===== config.mk =====
export PLATFORM = sky130hd
export DESIGN_NAME = ctl_fp_mul_arbiter
export DESIGN_NICKNAME = d
export VERILOG_FILES = /design/src/rtl/ctl_fp_mul_arbiter.sv
export SDC_FILE = /design/constraint.sdc
export NUM_CORES = 2
export LEC_CHECK = 0
export CAP_MARGIN = 20
export CORE_UTILIZATION = 30
export CTS_BUF_LIST = sky130_fd_sc_hd__clkbuf_16
export CTS_CLUSTER_DIAMETER = 40
export DETAILED_ROUTE_END_ITERATION = 6
export SLEW_MARGIN = 20
export SYNTH_ARGS = -nofsm -noshare
export SYNTH_HDL_FRONTEND = slang
export SYNTH_SLANG_ARGS = --single-unit

===== constraint.sdc =====
create_clock -name clk -period 11.47 [get_ports clk]
set_input_delay 1.147 -clock clk [delete_from_list [all_inputs] [get_ports clk]]
set_output_delay 1.147 -clock clk [all_outputs]
set_load 0.01 [all_outputs]

===== src/rtl/ctl_fp_mul_arbiter.sv =====
// ctl_fp_mul_arbiter: round-robin sharing of one pipelined signed Q-format 32x32 multiplier.
// Define CTL_FP_MUL_SAT_EN to saturate rsp_data on overflow; otherwise the result wraps.
module ctl_fp_mul_arbiter #(
    parameter int N_REQ     = 4,
    parameter int ID_W      = 2,
    parameter int FRAC_BITS = 24,
    parameter int MUL_LAT   = 2
) (
    input  logic                  clk,
    input  logic                  rst,
    input  logic [N_REQ-1:0]      req_valid,
    input  logic [32*N_REQ-1:0]   req_a,
    input  logic [32*N_REQ-1:0]   req_b,
    output logic [N_REQ-1:0]      req_ready,
    output logic                  rsp_valid,
    output logic [ID_W-1:0]       rsp_id,
    output logic [31:0]           rsp_data,
    output logic                  rsp_ov,
    output logic [N_REQ-1:0]      busy
);

    // First eligible requester at or after start, wrapping; MSB of the result flags a hit.
    function automatic logic [ID_W:0] rr_pick(input logic [N_REQ-1:0] elig,
                                              input logic [ID_W-1:0]  start);
        logic [ID_W:0] res;
        int            cand;
        res = '0;
        for (int k = N_REQ - 1; k >= 0; k--) begin
            cand = int'(start) + k;
            if (cand >= N_REQ) begin
                cand = cand - N_REQ;
            end else begin
                cand = cand;
            end
            if (elig[cand]) begin
                res = {1'b1, ID_W'(cand)};
            end else begin
                res = res;
            end
        end
        return res;
    endfunction

    // q is the product already shifted right by FRAC_BITS, so q[63:31] must be a pure sign extension.
    function automatic logic q_overflow(input logic [63:0] q);
        return ~((&q[63:31]) | ~(|q[63:31]));
    endfunction

    logic [ID_W:0]        pick_s;
    logic                 gnt_found_s;
    logic [ID_W-1:0]      gnt_idx_s;
    logic                 accept_s;
    logic [N_REQ-1:0]     eligible_s;
    logic [N_REQ-1:0]     gnt_onehot_s;
    logic [N_REQ-1:0]     clear_s;
    logic [31:0]          op_a_s;
    logic [31:0]          op_b_s;
    logic signed [63:0]   q_s;
    logic                 ov_s;
    logic [31:0]          data_s;
    logic [ID_W-1:0]      ptr_r;
    logic [N_REQ-1:0]     busy_r;

    logic                 in_valid_s  [MUL_LAT];
    logic [ID_W-1:0]      in_id_s     [MUL_LAT];
    logic [31:0]          in_data_s   [MUL_LAT];
    logic                 in_ov_s     [MUL_LAT];
    logic                 pipe_valid_r[MUL_LAT];
    logic [ID_W-1:0]      pipe_id_r   [MUL_LAT];
    logic [31:0]          pipe_data_r [MUL_LAT];
    logic                 pipe_ov_r   [MUL_LAT];

    // Arbitration: round-robin grant among valid, non-busy requesters; nothing granted in reset.
    always_comb begin
        eligible_s   = req_valid & ~busy_r;
        pick_s       = rr_pick(eligible_s, ptr_r);
        gnt_found_s  = pick_s[ID_W];
        gnt_idx_s    = pick_s[ID_W-1:0];
        accept_s     = gnt_found_s & ~rst;
        gnt_onehot_s = {{(N_REQ-1){1'b0}}, 1'b1} << gnt_idx_s;
        req_ready    = accept_s ? gnt_onehot_s : '0;
        clear_s      = rsp_valid ? ({{(N_REQ-1){1'b0}}, 1'b1} << rsp_id) : '0;
        op_a_s       = req_a[{gnt_idx_s, 5'b00000} +: 32];
        op_b_s       = req_b[{gnt_idx_s, 5'b00000} +: 32];
    end

    // Multiply the granted operands and reduce the product to the 32-bit Q result.
    always_comb begin
        q_s  = ($signed({{32{op_a_s[31]}}, op_a_s}) * $signed({{32{op_b_s[31]}}, op_b_s})) >>> FRAC_BITS;
        ov_s = q_overflow(q_s);
`ifdef CTL_FP_MUL_SAT_EN
        if (ov_s) begin
            data_s = q_s[63] ? 32'h8000_0000 : 32'h7FFF_FFFF;
        end else begin
            data_s = q_s[31:0];
        end
`else
        data_s = q_s[31:0];
`endif
    end

    // Stage inputs: stage 0 takes the accepted operation, later stages take their predecessor.
    always_comb begin
        in_valid_s[0] = accept_s;
        in_id_s[0]    = gnt_idx_s;
        in_data_s[0]  = data_s;
        in_ov_s[0]    = ov_s;
        for (int k = 1; k < MUL_LAT; k++) begin
            in_valid_s[k] = pipe_valid_r[k-1];
            in_id_s[k]    = pipe_id_r[k-1];
            in_data_s[k]  = pipe_data_r[k-1];
            in_ov_s[k]    = pipe_ov_r[k-1];
        end
    end

    // Result pipeline; payload only moves with a valid so the last stage holds between responses.
    always_ff @(posedge clk or posedge rst) begin
        if (rst) begin
            for (int k = 0; k < MUL_LAT; k++) begin
                pipe_valid_r[k] <= 1'b0;
                pipe_id_r[k]    <= '0;
                pipe_data_r[k]  <= 32'h0000_0000;
                pipe_ov_r[k]    <= 1'b0;
            end
        end else begin
            for (int k = 0; k < MUL_LAT; k++) begin
                pipe_valid_r[k] <= in_valid_s[k];
                if (in_valid_s[k]) begin
                    pipe_id_r[k]   <= in_id_s[k];
                    pipe_data_r[k] <= in_data_s[k];
                    pipe_ov_r[k]   <= in_ov_s[k];
                end
            end
        end
    end

    // Round-robin pointer and per-requester in-flight flags.
    always_ff @(posedge clk or posedge rst) begin
        if (rst) begin
            ptr_r  <= '0;
            busy_r <= '0;
        end else begin
            busy_r <= (busy_r & ~clear_s) | req_ready;
            if (accept_s) begin
                ptr_r <= (gnt_idx_s == ID_W'(N_REQ - 1)) ? '0 : gnt_idx_s + ID_W'(1);
            end else begin
                ptr_r <= ptr_r;
            end
        end
    end

    assign rsp_valid = pipe_valid_r[MUL_LAT-1];
    assign rsp_id    = pipe_id_r[MUL_LAT-1];
    assign rsp_data  = pipe_data_r[MUL_LAT-1];
    assign rsp_ov    = pipe_ov_r[MUL_LAT-1];
    assign busy      = busy_r;

endmodule


==> results.md <==
- CTS tree: built
- Htree depth: 3
- Layout area overhead: 22.0%
- Max clock buf depth: 2
- Max cap viols: 0
- Syn Area/Cell: 8.57 sq um
- DP HPWL: ~130 mm
- Die H: 370 um
- Worst slew margin: 0.238
- Drt total wl: between 150 and 200 mm
- Effective utilization at floorplan: 0.304
- CP Data Required Time: approximately 12 ns
- Fin crit share: 0.968
- Asr flop ratio synth: 1.00
- Largest net degree at the start of global routing: between 70 and 80
- Layout cells sized above 1: 0.0932
- Hold path cells: 2
- Die Span X: between 300 and 400 um
- Total global-route track usage: 0.237
- CP max stage cell: o41a_1
- First-pass GRT wire length: 241 mm
- Crit. End Element: flip-flop
- Ys Warns: 0
- Global Route met2 Usage: 0.376
- Worst-case reg-to-reg path depth: 35
- Setup Buffers After CTS: 0
- PostCTS Resize Cnt: 0
- Minimum clock period after layout: approximately 11 ns
- Buf/Inv on CP: 10
- Fin nets: 6727
- Die ar.: between 100000 and 150000 sq um
- Clock-pin slew on the worst setup and hold paths: 0.06 ns
- Vias: 34200
- Worst-margin pin slew: approximately 1.1 ns
- Leading cell type in the layout, fill and taps excluded: fa_1
- Initial antenna violation count: 4
- #FFs+latches synth: 78
- Crit Reg-Reg Startpoint: ptr_r[1]
- Met1 global-route usage: 0.303
- 1st-pass router iterations: 7
- Ports: between 300 and 400
- CP Data Arrival Time: around 11 ns
- Post-route DRC: 95
- Kind of critical path: in2reg
- Setup repair after global routing missed its margin: false
- Final GP Congestion: 1.01
- Worst hold path class: reg2reg
- Vias per inst: ~4.9
- Register area share after synthesis: 0.0481
- Crit path top cell by count: fa_1
- Run status: finished, violations left
- Fin. Hold Viols: 0
- Remaining antenna violation count: 0
- Final Max Slew Viols: 0
- F_max: around 90 MHz
- Synth Flop Type: dfrtp_1
- Vias in the first global route: 37700
- Kind of cell adding the most delay to the critical path: adder cells
- Worst skew pair latency: roughly 0.35 ns
- Hold Buf Count CTS: 0
- CTS Buf Count: 9
- Hold path start: in_data_s[24]
- EDFF count, synth: 0
- Avg WL per Cell: 22.6 um
- Buffers added on ports: 305
- Min setup slack post-route: between 0.3 and 0.4 ns
- Cell area after synthesis: around 40000 sq um
- Post-Syn Nets: ~6300
- Final TNS setup: 0 ns
- Most frequent cells in the layout: 1081 x fa_1, 1056 x inv_1, 842 x nand2_1
- Fin Clk Skew: roughly 0.0068 ns
- Grt peak-use layer: met2
- # rows: 134
- CTS Sinks: slightly below 80
- Fillers: roughly 14000
- Root buffer cell: clkbuf_16
- Yosys cell types: 70
- First-iteration detailed-routing DRC count: around 2600
- Hold Path End: in_data_s[24]
- Core Area: approximately 130000 sq um
- R2R setup slack: between 1 and 1.5 ns
- Pre-CTS setup slack: between 0.06 and 0.07 ns
- Capture point of the worst reg-to-reg path: in_ov_s[0]
- Finish-stage setup viols: 0
- Grt ovf: 0
- Worst Path Max Fanout: 70
- Final core occ: 0.370
- CP max stage delay: roughly 0.6 ns
- Failing checks: DRC
- Crit start category: input pin
- Met3 usage: 0.0546
- Cell count after synthesis: 4739
[cells in the mapped netlist (all sizes together), types with 18 or more instances]
| cell type | count | share of area |
|---|---|---|
| a21o | 35 | 0.0065 |
| a21oi | 72 | 0.0090 |
| and2 | 68 | 0.010 |
| buf | 28 | 0.0027 |
| clkbuf | 229 | 0.021 |
| dfrtp | 78 | 0.048 |
| fa | 1081 | 0.53 |
| ha | 184 | 0.057 |
| inv | 1058 | 0.098 |
| mux2 | 36 | 0.010 |
| nand2 | 843 | 0.078 |
| nand2b | 18 | 0.0028 |
| nand3 | 140 | 0.017 |
| nand4 | 28 | 0.0043 |
| nor2 | 559 | 0.052 |
| o21ai | 70 | 0.0086 |
| xnor2 | 34 | 0.0073 |
[layout make-up]
| type | instances | area, sq um | area share |
|---|---|---|---|
| Multi-Input combinational cell | 3345 | 33800 | 0.682 |
| Timing Repair Buffer | 707 | 7300 | 0.147 |
| Inverter | 1059 | 3980 | 0.0803 |
| Tap cell | 1768 | 2210 | 0.0446 |
| Sequential cell | 78 | 1950 | 0.0394 |
| Clock buffer | 9 | 225 | 0.00454 |
| Clock inverter | 7 | 97.6 | 0.00197 |
| Antenna cell | 1 | 2.50 | 0.0000505 |
[worst min-delay path: stages (launching register included)]
cell and delay, ns:
dfrtp_1 0.34, nand2_1 0.04, o21ai_0 0.06
[worst max path at each step]
stage | start | to | slack (ns) | cells after the start
global route | req_valid[2] | in_ov_s[0] | 0.02 | 37
global placement | req_valid[3] | in_ov_s[0] | 0.11 | 39
finish | req_valid[2] | in_ov_s[0] | 0.37 | 36
floorplan | req_valid[2] | in_ov_s[0] | 0.37 | 38
CTS | req_valid[3] | in_ov_s[0] | 0.39 | 37
detailed placement | req_valid[3] | in_ov_s[0] | 0.07 | 36
[stage by stage]
step | std cells | hold slack [ns] | area (sq um)
final | 6974 | 0.477 | 49600
after global routing | 6973 | 0.506 | 49600
after CTS | 6973 | 0.480 | 49500
after detailed placement | 6957 | 0.469 | 49200
after global placement | 6957 | 0.460 | 49200
after floorplan | 4739 | 0.352 | 40600
[logic make-up (layout without fill, tap and decap cells)]
group | after synthesis | in the layout | synth area share
compound gates | 261 | 261 | 0.0415
other cells | 0 | 1 | 0
xor+xnor | 51 | 51 | 0.0110
simple gates | 1720 | 1720 | 0.175
mux | 48 | 48 | 0.0129
flops | 78 | 78 | 0.0481
fa+ha+maj | 1265 | 1265 | 0.590
buf+inv | 1316 | 1782 | 0.122
[routing by layer]
layer | routed length (um) | part of all wire | vias up
met2 | 70400 | 0.45 | 1618
met1 | 62100 | 0.39 | 17500
met4 | 9510 | 0.060 | 4
li1 | - | - | 14700
met3 | 15300 | 0.097 | 328
met5 | 25 | 0.00016 | -
[flip-flops by register name (all words and copies together), names as in the netlist]
| signal | flops |
|---|---|
| in_id_s | 2 |
| busy | 4 |
| in_data_s | 32 |
| ptr_r | 2 |
| in_ov_s | 1 |
| in_valid_s | 1 |
| rsp_valid | 1 |
| rsp_ov | 1 |
| rsp_id | 2 |
| rsp_data | 32 |
Power is left out: the tool's default activity adds up to more than one toggle a clock period on the data nets, which glitch-free logic cannot reach.
